## src/rtl/ctrl_pipe.sv

```systemverilog
// ctrl_pipe: control-word pipeline from decode through NSTAGE downstream
// stages (0 = E, 1 = M, 2 = W, ...), with a per-stage valid bit.
// Multicycle (mul/div class) ops are held in E for MD_LAT cycles. While
// the op is held, decode is stalled and bubbles are injected into stage 1.
// Also provides a branch flush of E and an exception flush of all stages.
//
// Optional feature: define CTRL_PIPE_PERF_EN to enable the stall and
// bubble performance counters. When it is undefined, both are tied to 0.
//
// Ports:
//   clk, rst       clock (rising edge), asynchronous active-high reset
//   ctrlD/validD/mdopD   decode control word, valid bit, multicycle flag
//   flushE         branch flush: bubble into E (ignored while stalled)
//   flush_all      exception flush: bubble every stage, abort multicycle op
//   ctrl_q         stage k word at bits [k*CW +: CW]
//   valid_q        per-stage valid bits
//   stall_o        freeze fetch/decode this cycle
//   md_busy        multicycle FSM in BUSY
//   md_done        final E-occupancy cycle of a multicycle op
//   perf_stall     stall-cycle count (optional)
//   perf_bubble    injected-bubble count (optional)
//
// state  | meaning
// S_IDLE | no multicycle op holding E (includes the op's final E cycle)
// S_BUSY | multicycle op holding E, upstream stalled, counter running
module ctrl_pipe #(
  parameter int CW     = 10,
  parameter int NSTAGE = 3,
  parameter int MD_LAT = 4,
  parameter int CNT_W  = 6
) (
  input  logic                 clk,
  input  logic                 rst,
  input  logic [CW-1:0]        ctrlD,
  input  logic                 validD,
  input  logic                 mdopD,
  input  logic                 flushE,
  input  logic                 flush_all,
  output logic [NSTAGE*CW-1:0] ctrl_q,
  output logic [NSTAGE-1:0]    valid_q,
  output logic                 stall_o,
  output logic                 md_busy,
  output logic                 md_done,
  output logic [31:0]          perf_stall,
  output logic [31:0]          perf_bubble
);

  typedef enum logic {S_IDLE, S_BUSY} state_t;

  localparam logic [CNT_W-1:0] MD_LOAD = CNT_W'(MD_LAT - 1);
  localparam logic [CNT_W-1:0] CNT_ONE = CNT_W'(1);
  localparam bit               MD_MULTI = (MD_LAT > 1);

  state_t                state_q, state_d;
  logic [CNT_W-1:0]      cnt_q, cnt_d;
  logic [NSTAGE*CW-1:0]  ctrl_d;
  logic [NSTAGE-1:0]     valid_d;
  logic                  mdop_e_q, mdop_e_d;

  assign md_busy = (state_q == S_BUSY);
  assign stall_o = md_busy;
  assign md_done = valid_q[0] & mdop_e_q & ~stall_o;

  // Stage registers. Defaults are bubbles so flush_all needs no branch of its own.
  always_comb begin
    ctrl_d   = '0;
    valid_d  = '0;
    mdop_e_d = 1'b0;
    if (!flush_all) begin
      for (int k = 2; k < NSTAGE; k++) begin
        ctrl_d[k*CW +: CW] = ctrl_q[(k-1)*CW +: CW];
        valid_d[k]         = valid_q[k-1];
      end
      if (stall_o) begin
        // E holds its op; stage 1 takes the bubble left by the defaults.
        ctrl_d[0 +: CW] = ctrl_q[0 +: CW];
        valid_d[0]      = valid_q[0];
        mdop_e_d        = mdop_e_q;
      end else begin
        ctrl_d[CW +: CW] = ctrl_q[0 +: CW];
        valid_d[1]       = valid_q[0];
        if (!flushE) begin
          ctrl_d[0 +: CW] = ctrlD;
          valid_d[0]      = validD;
          mdop_e_d        = validD & mdopD;
        end
      end
    end
  end

  // Multicycle FSM: the down-counter covers the stalled cycles only; the
  // op's last E cycle is spent back in IDLE, which lets a following op be
  // captured at the edge that ends it.
  always_comb begin
    state_d = state_q;
    cnt_d   = cnt_q;
    unique case (state_q)
      S_IDLE: begin
        if (MD_MULTI && !flushE && validD && mdopD) begin
          state_d = S_BUSY;
          cnt_d   = MD_LOAD;
        end
      end
      S_BUSY: begin
        cnt_d = cnt_q - CNT_ONE;
        if (cnt_q == CNT_ONE) begin
          state_d = S_IDLE;
        end
      end
      default: begin
        state_d = S_IDLE;
        cnt_d   = '0;
      end
    endcase
    if (flush_all) begin
      state_d = S_IDLE;
      cnt_d   = '0;
    end
  end

  always_ff @(posedge clk or posedge rst) begin
    if (rst) begin
      ctrl_q   <= '0;
      valid_q  <= '0;
      mdop_e_q <= 1'b0;
      state_q  <= S_IDLE;
      cnt_q    <= '0;
    end else begin
      ctrl_q   <= ctrl_d;
      valid_q  <= valid_d;
      mdop_e_q <= mdop_e_d;
      state_q  <= state_d;
      cnt_q    <= cnt_d;
    end
  end

`ifdef CTRL_PIPE_PERF_EN
  logic [31:0] perf_stall_q, perf_stall_d;
  logic [31:0] perf_bubble_q, perf_bubble_d;

  // A hold edge and an honoured flushE never coincide (flushE is ignored
  // while stalled), so each edge adds at most one bubble.
  always_comb begin
    perf_stall_d  = perf_stall_q;
    perf_bubble_d = perf_bubble_q;
    if (flush_all) begin
      perf_stall_d  = '0;
      perf_bubble_d = '0;
    end else begin
      if (stall_o) begin
        perf_stall_d = perf_stall_q + 32'd1;
      end
      if (stall_o || flushE) begin
        perf_bubble_d = perf_bubble_q + 32'd1;
      end
    end
  end

  always_ff @(posedge clk or posedge rst) begin
    if (rst) begin
      perf_stall_q  <= '0;
      perf_bubble_q <= '0;
    end else begin
      perf_stall_q  <= perf_stall_d;
      perf_bubble_q <= perf_bubble_d;
    end
  end

  assign perf_stall  = perf_stall_q;
  assign perf_bubble = perf_bubble_q;
`else
  assign perf_stall  = '0;
  assign perf_bubble = '0;
`endif

endmodule

```

## config.mk

```make
export PLATFORM = sky130hd
export DESIGN_NAME = ctrl_pipe
export DESIGN_NICKNAME = d
export VERILOG_FILES = /design/src/rtl/ctrl_pipe.sv
export SDC_FILE = /design/constraint.sdc
export NUM_CORES = 1
export LEC_CHECK = 0
export CORE_MARGIN = 4
export CORE_UTILIZATION = 39
export DETAILED_ROUTE_END_ITERATION = 16
export HOLD_SLACK_MARGIN = 0.03
export PLACE_DENSITY = 0.91
export SYNTH_ARGS = -nofsm -noshare
export SYNTH_HDL_FRONTEND = slang
export SYNTH_SLANG_ARGS = --single-unit
```

## constraint.sdc

```tcl
create_clock -name clk -period 1.82 [get_ports clk]
set_input_delay 0.364 -clock clk [delete_from_list [all_inputs] [get_ports clk]]
set_output_delay 0.364 -clock clk [all_outputs]
set_load 0.03 [all_outputs]
```

-- Word-level counts from Yosys, hierarchy flattened
Index checks and enable logic that the tools add are counted.
- add/sub/neg operators: 1
- equality and inequality tests: 3
- multiplexer cells: 18
- bitwise operators: 4
- reduce and logical (&&, ||, !) cells: 3
- operators with widths (operator ; number):
    10-bit two-way mux ; 3
    30-bit two-way mux ; 1
    6-bit two-way mux ; 2
    6-bit one-hot mux with 2 select lines ; 1
    1-bit two-way mux ; 9
    6-bit by 1-bit == test with 1-bit output (second input constant) ; 1
    6-bit by 1-bit subtractor with 6-bit output (second input constant) ; 1
    1-bit AND ; 3
    3-bit two-way mux ; 1
    3-bit by 2-bit != test with 1-bit output (second input constant) ; 1
    1-bit logical AND ; 2
    2-bit != test (second input constant) ; 1
    1-bit one-hot mux with 2 select lines ; 1
    1-bit logical NOT ; 1
    1-bit inverter ; 1
- bits in registers: 41
- input port bits: 16
- output and inout port bits: 100
- word-level logic and storage cells: 36

-- Logic depth before layout (Yosys ltp)
Gate-level depths: netlist of the first run.
- depth in word-level cells: 6
- depth in mapped cells: 5
- gate-level depth less buffers: 5

-- Least setup slack after synthesis of the first run
OpenSTA, ideal clock, no wires.
- path kind: register to output
- start point: reg state_q, in the netlist md_busy
- end point: out md_done
- arrival time: 1317 ps
- data required time: 1456 ps
- slack: 139 ps
- stages on the path, launching flop included: 4
- buffers on the path: 2
- cell sequence: dfrtp_1 > clkbuf_1 > clkbuf_1 > nor2_1
- cells in the longest elaborated chain, start to end: 2
- RTL lines (item ; line ; text):
    start, declared ; 54 ; state_t state_q, state_d;
    start signal, assigned ; 132 ; state_q <= state_d;
    1-bit inverter ; - ;
    1-bit AND ; 62 ; assign md_done = valid_q[0] & mdop_e_q & ~stall_o;
    end, declared ; 43 ; output logic md_done,
No other way between the ends.

-- Worst setup path in the final report of the first run
- start point: reg ctrl_q[4]
- end point: out ctrl_q[4]
- RTL lines (item ; line ; text):
    start, declared ; 39 ; output logic [NSTAGE*CW-1:0] ctrl_q,
    start signal, assigned ; 129 ; ctrl_q <= ctrl_d;
No word-level cell between the ends.

==> results of run 1 <==
## per-stage QoR
stage                     setup WS [ps]  hold slack [ps]  instance area (µm²)
after floorplan                     139              490                 2310
after global placement             80.5              480                 2420
after detailed placement           53.9              478                 2420
after CTS                          52.6              497                 2560
after global routing               40.2              530                 2560
final                              97.6              490                 2560
## registers in the layout, indices dropped and copies added, names as in the netlist
signal and count:
ctrl_q 30, md_busy 1, cnt_q 6, mdop_e_q 1
valid_q 3
## cell families after synthesis
group	count (synthesis)
DFF	41
xor gates and xnor gates	1
adders and majority gates	2
and+or+nand+nor	57
muxes	1
other	1
AOI/OAI and AO/OA	20
buffers and inverters	76
## metal layers
| layer | GRT usage, % | vias up | wire length, µm |
|---|---|---|---|
| li1 | - | 620 | - |
| met1 | 13.7 | 648 | 1490 |
| met5 | 0 | - | 0 |
| met2 | 20.0 | 62 | 2130 |
| met3 | 2.88 | 2 | 258 |
| met4 | 4.56 | 0 | 36 |
## worst paths after layout
check	startpoint	to	slack [ps]
min in group asynchronous	rst	ctrl_q[21]	500
max	ctrl_q[4]	ctrl_q[4]	100
min	ctrl_q[16]	ctrl_q[26]	490
max in group asynchronous	rst	md_busy	950
min reg2reg	ctrl_q[16]	ctrl_q[26]	490
max reg2reg	cnt_q[2]	cnt_q[5]	330
## Yosys cell counts (all sizes together) (2+ instances only)
library cell   n
and2          11
buf           66
a22oi         10
nor2          18
nand3b         3
nand2          2
nor2b         11
dfrtp         41
nor3b          2
or2            2
nor3           3
ha             2
inv            3
a211oi         2
nand2b         2
clkbuf         7
o22ai          2
## area by class of cell
| class | instances | area [µm²] |
|---|---|---|
| Timing Repair Buffer | 56 | 543 |
| Clock buffer | 5 | 68.8 |
| Inverter | 3 | 11.3 |
| Fill cell | 478 | 2580 |
| Multi-Input combinational cell | 145 | 757 |
| Tap cell | 70 | 87.6 |
| Clock inverter | 3 | 68.8 |
| Sequential cell | 41 | 1030 |
## power breakdown
part           leakage (nW)  total, mW  internal [mW]  switching (mW)
Sequential            0.560      0.970          0.942          0.0279
Combinational         0.642      0.446          0.123           0.323
Clock                0.0687      0.867          0.552           0.315
Total                  1.27       2.28           1.62           0.666
## repair_timing
action | 4_1_cts | 5_1_grt
hold buffers | 0 | 0
gates resized for setup | 0 | 2
setup endpoints to repair | 0 | 3
==> impl_metrics.tcl, run 1 <==
set metrics [dict create \
    worstMarginPinSlew_ps 711 \
    dieArea_um2 6550 \
    ir_drop_uv 379 \
    synth.area.top_cells "dfrtp_1 49%, buf_4 24%, a22oi_1 3.6%, and2_1 3.3%, nor2b_1 3.3%" \
    fin_cells 323 \
    final_hold_viol_count 0 \
    grt_max_degree 42 \
    grt_pass1_vias 1209 \
    final_nets 270 \
    ys_types 30 \
    post_cts_buffers 0 \
    start_util_pct 40.4 \
    grt_first_pass_wirelength_mm 5.80 \
    cp_num_buf_inv 1 \
    synth-async-reset-ratio_pct 100 \
    antenna_found_initial 0 \
    drcViolationCount 0 \
    io_pins 116 \
    portBuffers 51 \
    synth_compound_area_share_pct 7.29 \
    synth_mux_area_share_pct 0.482 \
    skew_ps 4.93 \
    status "finished clean" \
    crit_slowest_cell "clkdlybuf4s50_1" \
    coreArea_um2 5140 \
    cts_htree_levels 2 \
    drv_cap 0 \
    max_freq_mhz 581 \
    dieHeight_um 81.0 \
    slew_headroom_pct 52.4 \
    die_x_um 81.0 \
    syn_area_um2 2080 \
    num_antenna_cells 0 \
    dpl.cell_count 315 \
    syn_avg_cell_area_um2 10.4 \
    dr.pass1.iters 4 \
    layout_commonest_cell "conb_1" \
    clkTransAtPathRegs_ps 80 \
    synth_flop_cell "dfrtp_1" \
    wl_per_cell_um 12.1 \
    synthAdderAreaFrac_pct 1.21 \
    place_congestion 0.784 \
    vias 1332 \
    path_cells "clkdlybuf4s50_1" \
    leakage_nw 1.27 \
    cts_tree "done" \
    drt-total-wl_mm 3.92 \
    cts.sinks 41 \
    path_class "reg2out" \
    end_kind "primary output" \
    final_layout_size_suffix_gt1_share_pct 8.70 \
    ys_ff_latch 41 \
    yosysWarningCount 0 \
    hold-path-cell-count 1 \
    seq_area_frac_synth_pct 49.4 \
    hold_class "reg2reg" \
    synth_top_family_by_area "buffers and inverters" \
    p_total_mw 2.28 \
    synth_top_area_share_pct 49.4 \
    period_share_pct 94.6 \
    clk_path_buf_depth 2 \
    cp.depth 1 \
    fin_setup_tns_ps 0 \
    dr.first_iter.drc_count 65 \
    cts_buffers 5 \
    vias_per_cell 4.12 \
    max_stage_delay_ps 680 \
    root_buffer "clkbuf_8" \
    synth_edf_count 0 \
    final_cell_mix "64 x conb_1, 47 x clkdlybuf4s50_1, 40 x dfrtp_1" \
    yosys.area_share.simple_pct 15.5 \
    cp_top_family "buffers and inverters" \
    synth_xor_area_share_pct 0.422 \
    cp.arrival_ps 1360 \
    syn_inst 199 \
    final_util_pct 49.9 \
    min_period_ps 1720 \
    worstPathRequired_ps 1460 \
    antenna_left 0 \
    setup_viol 0 \
    synth.largest_area_cell "dfrtp_1" \
    power_density_nw_per_um2 891 \
    cp_max_fo 3 \
    grt.total_usage_pct 11.5 \
    clk_latency_ps 290 \
    drv_slew 0 \
    start_kind "register" \
    grt-ovfl-total 0 \
    num_rows 26 \
    dp_hpwl_mm 3.01 \
    syn_to_final_growth_pct 23.5 \
    rsz0062_at_grt "false" \
    reg2reg_depth 3 \
]
(Power assumes the default switching activity.)
==> run 2: changes to the inputs <==
- CORE_UTILIZATION: 39 -> 60
- DONT_BUFFER_PORTS: default -> 1
- PLACE_DENSITY: 0.91 -> 0.86
==> run 2 against run 1 <==
Final area decreased by 23%. Worst setup slack gained 68 ps. Critical endpoint is now md_done. Highest routed layer unchanged. Clock skew up 5.3 ps. First-iteration DRC count decreased by 51%.
==> impl_metrics.tcl, run 2 (same netlist as run 1, synthesis figures left out) <==
set metrics [dict create \
    cp_max_fo 4 \
    antenna_found_initial 0 \
    grt-ovfl-total 0 \
    setup_viol 0 \
    wl_per_cell_um 13.9 \
    io_pins 116 \
    vias 1159 \
    end_kind "primary output" \
    grt_pass1_vias 1025 \
    min_period_ps 1650 \
    skew_ps 10.3 \
    cts_tree "done" \
    clkTransAtPathRegs_ps 120 \
    drv_slew 0 \
    status "finished clean" \
    die_x_um 66.8 \
    rrSetupSlack_ps 310 \
    hp-start "flush_all" \
    cts_buffers 5 \
    wl_met2_mm 1.77 \
    power_density_nw_per_um2 898 \
    ir_drop_uv 564 \
    period_share_pct 90.9 \
    cts.sinks 41 \
    path_cells "nand2_1, nor2_1, buf_4" \
    final_nets 222 \
    cts_htree_levels 2 \
    max_freq_mhz 605 \
    start_kind "register" \
    cp.arrival_ps 1290 \
    largest_reg_flops 30 \
    seqPwrFrac_pct 57.5 \
    rsz0062_at_grt "false" \
    met3WireLength_um 425 \
    clkPwrFrac_pct 24.7 \
    clk_latency_ps 350 \
    reg2reg_depth 3 \
    r2r_end "cnt_q[5]" \
    antenna_left 0 \
    power_switching_mw 0.625 \
    grt_first_pass_wirelength_mm 5.11 \
    place_congestion 0.745 \
    max_stage_delay_ps 580 \
    share_comb_of_total_power_pct 17.8 \
    portBuffers 0 \
    start_util_pct 62.2 \
    crit_slowest_cell "dfrtp_1" \
    slew_headroom_pct 56.8 \
    worstMarginPinSlew_ps 645 \
    root_buffer "clkbuf_4" \
    num_rows 21 \
    r2r_start "cnt_q[2]" \
    top_regs "ctrl_q: 30 flops, cnt_q: 6 flops, valid_q: 3 flops" \
    hold_class "in2reg" \
    clk_path_buf_depth 2 \
    post_cts_resized 0 \
    dieHeight_um 66.8 \
    dr.max_layer_used "met4" \
    final_hold_viol_count 0 \
    syn_to_final_growth_pct -4.88 \
    drcViolationCount 0 \
    regMostFlops "ctrl_q" \
    dp_hpwl_mm 2.57 \
    vias_per_cell 4.62 \
    grt.total_usage_pct 15.8 \
    num_antenna_cells 0 \
    met1Wirelength_mm 1.27 \
    swShare_pct 35.2 \
    fin_setup_tns_ps 0 \
    drv_cap 0 \
    hold-path-cell-count 1 \
    worst_slack_ps 166 \
    final_cell_mix "64 x conb_1, 41 x dfrtp_1, 18 x nor2_1" \
    path_class "reg2out" \
    drt-total-wl_mm 3.49 \
    grt_max_degree 42 \
    final_layout_size_suffix_gt1_share_pct 8.78 \
    p_int_mw 1.15 \
    pre_cts_ws_ps 320 \
    min_to "cnt_q[0]" \
    coreArea_um2 3340 \
    worstPathRequired_ps 1460 \
    dr.pass1.iters 4 \
    dieArea_um2 4460 \
    layout_commonest_cell "conb_1" \
    leakage_nw 1.04 \
    dr.first_iter.drc_count 32 \
]
[run 2: cell count changes in the layout (fill, tap and decap cells not counted)]
cell / change
clkbuf_4: +5
clkinv_2: +2
buf_4: -3
clkbuf_8: -5
dfrtp_2: -1
dlymetal6s2s_1: -1
clkdlybuf4s50_1: -47
bufinv_16: -2
dfrtp_1: +1
dlygate4sd3_1: +3
inv_6: -1
clkinvlp_4: +1
[run 2: repair_timing]
item                      4_1_cts  5_1_grt
hold endpoints to repair       33        6
hold buffers                    1        2
setup buffers                   0        0
[run 2: power by group through the flow]
stage | clock network [mW] | registers (mW) | logic [mW]
after floorplan | 0 | 1.03 | 0.395
after global placement | 0 | 1.04 | 0.300
after detailed placement | 0 | 1.04 | 0.306
after CTS | 0.456 | 1.02 | 0.308
after global routing | 0.498 | 1.02 | 0.346
final | 0.438 | 1.02 | 0.316
[run 2: layout make-up]
class / instances / area [µm²]
Fill cell: 295 / 1360
Sequential cell: 41 / 1030
Multi-Input combinational cell: 145 / 757
Timing Repair Buffer: 8 / 67.6
Tap cell: 46 / 57.6
Clock buffer: 5 / 37.5
Clock inverter: 3 / 17.5
Inverter: 3 / 11.3
[run 2: worst max path at each step]
stage          cells past startpoint       end  startpoint
6_report                           3   md_done  valid_q[0]
5_1_grt                            3   md_done  valid_q[0]
4_1_cts                            3   md_done  valid_q[0]
3_5_place_dp                       4  cnt_q[5]     md_busy
3_3_place_gp                       3  cnt_q[5]    cnt_q[2]
2_1_floorplan                      3   md_done     md_busy
[run 2: critical path, delay by kind of cell (launching register included)]
family	cells	cell delay [ps]
buffers and inverters	1	170
flip-flops	1	580
AND/OR/NAND/NOR	2	200
[run 2: per-stage QoR]
stage                     util (%)  cells  hold slack [ps]  power, mW  cell area [µm²]
after global placement        56.6    240              402       1.34             1890
after detailed placement      56.6    240              411       1.34             1890
final                         59.2    251             68.0       1.77             1970
after floorplan                  -    262              490       1.42             2310
after global routing          59.2    251             34.2       1.87             1970
after CTS                     58.6    249             41.1       1.78             1950
[run 2: layer usage]
| layer | track usage, % | vias up |
|---|---|---|
| met1 | 18.9 | 553 |
| met2 | 25.1 | 76 |
| met3 | 6.41 | 3 |
| met5 | 0 | - |
| met4 | 6.35 | 0 |
| li1 | - | 527 |
==> run 3: changes to the inputs <==
- RECOVER_POWER: default -> 50
==> run 3 against run 2 <==
Final area down 0.32%. Via count unchanged. Sequential cell count unchanged. Utilization down 0.19 points. Count of clock-buffer cells in the layout unchanged. Critical path depth unchanged. Wire length down 0.11%. First-iteration DRC count down 6.3%. Register-to-register slack about the same. Worst setup slack better by 3.2 ps. Worst hold slack unchanged. Cell count unchanged.
==> impl_metrics.tcl, run 3 (same netlist as run 1, synthesis figures left out) <==
set metrics [dict create \
    status "finished clean" \
    leakage_nw 1.04 \
    num_antenna_cells 0 \
    drt-total-wl_mm 3.48 \
    wl_per_cell_um 13.9 \
    multiInputGateArea_um2 757 \
    fin_setup_tns_ps 0 \
    largest_reg_flops 30 \
    start_util_pct 62.2 \
    min_period_ps 1650 \
    met1Wirelength_mm 1.26 \
    seqCellArea_um2 1030 \
    drv_slew 0 \
    path_cells "nand2_1, nor2_1, buf_4" \
    cp_top_family "flip-flops" \
    cts_buffers 5 \
    power_density_nw_per_um2 900 \
    dp_hpwl_mm 2.57 \
    post_cts_resized 0 \
    grt_first_pass_wirelength_mm 5.11 \
    cp.arrival_ps 1290 \
    crit_slowest_cell "dfrtp_1" \
    io_pins 116 \
    coreArea_um2 3340 \
    cts_htree_levels 2 \
    dieHeight_um 66.8 \
    wl_met2_mm 1.77 \
    p_total_mw 1.77 \
    skew_ps 10.3 \
    drv_cap 0 \
    worstMarginPinSlew_ps 974 \
    cts.sinks 41 \
    final_nets 222 \
    max_stage_delay_ps 580 \
    final_layout_size_suffix_gt1_share_pct 8.29 \
    grt_max_degree 42 \
    vias_per_cell 4.62 \
    grt_pass1_vias 1025 \
    slew_headroom_pct 35.1 \
    start_kind "register" \
    clkTransAtPathRegs_ps 120 \
    cts_tree "done" \
    num_rows 21 \
    rsz0062_at_grt "false" \
    dr.pass1.iters 4 \
    clk_path_buf_depth 2 \
    end_kind "primary output" \
    root_buffer "clkbuf_4" \
    grt.total_usage_pct 15.8 \
    top_regs "ctrl_q: 30 flops, cnt_q: 6 flops, valid_q: 3 flops" \
    met3WireLength_um 425 \
    cp_num_buf_inv 1 \
    ir_drop_uv 564 \
    die_x_um 66.8 \
    worstPathRequired_ps 1460 \
    clk_latency_ps 350 \
    path_class "reg2out" \
    setup_viol 0 \
    dr.first_iter.drc_count 30 \
    dr.max_layer_used "met4" \
    grt-ovfl-total 0 \
    dieArea_um2 4460 \
    hold_class "in2reg" \
    syn_to_final_growth_pct -5.18 \
    antenna_left 0 \
    fillers 296 \
    final_cell_mix "64 x conb_1, 41 x dfrtp_1, 18 x nor2_1" \
    place_congestion 0.745 \
    vias 1159 \
    period_share_pct 90.7 \
    portBuffers 0 \
    layout_commonest_cell "conb_1" \
    cp_max_fo 4 \
    antenna_found_initial 0 \
    final_hold_viol_count 0 \
    drcViolationCount 0 \
    regMostFlops "ctrl_q" \
    max_freq_mhz 606 \
]
-- run 3: metrics by stage --
step	instances	utilization, %	cell area (µm²)	worst slack [ps]	hold slack (ps)
2_1_floorplan	262	-	2310	139	490
3_3_place_gp	240	56.6	1890	355	402
3_5_place_dp	240	56.6	1890	320	411
4_1_cts	249	58.6	1950	166	41.1
5_1_grt	251	59.0	1970	85.3	34.2
6_report	251	59.0	1970	169	68.0
-- run 3: routing by layer --
metal,track usage [%],vias up
met1,18.9,553
met5,0,-
met4,6.35,0
met3,6.41,3
met2,25.1,76
li1,-,527
-- run 3: worst paths after layout --
kind                       slack (ps)       start  cells past startpoint          to
hold reg to reg                   540    mdop_e_q                      2    mdop_e_q
max in group asynchronous         470         rst                      3    cnt_q[1]
min in group asynchronous         740         rst                      3  valid_q[2]
setup reg to reg                  310    cnt_q[2]                      3    cnt_q[5]
setup / recovery                  170  valid_q[0]                      3     md_done
hold / removal                     70   flush_all                      1    cnt_q[0]
-- run 3: layout make-up --
type / count / share of cell area (%)
Clock buffer: 5 / 1.91
Clock inverter: 3 / 0.890
Inverter: 3 / 0.572
Multi-Input combinational cell: 145 / 38.5
Sequential cell: 41 / 52.1
Tap cell: 46 / 2.92
Timing Repair Buffer: 8 / 3.12
-- run 3: repair_timing --
item | in CTS | in global routing
setup buffers | 0 | 0
endpoints found under the hold margin | 33 | 6
hold buffers | 1 | 2
-- run 3: where the power goes --
| group | leakage (nW) | switching (mW) | internal (mW) | total (mW) |
|---|---|---|---|---|
| sequential | 0.561 | 0.0770 | 0.942 | 1.02 |
| clock | 0.0310 | 0.292 | 0.146 | 0.438 |
| combinational | 0.446 | 0.256 | 0.0588 | 0.314 |
| total | 1.04 | 0.624 | 1.15 | 1.77 |
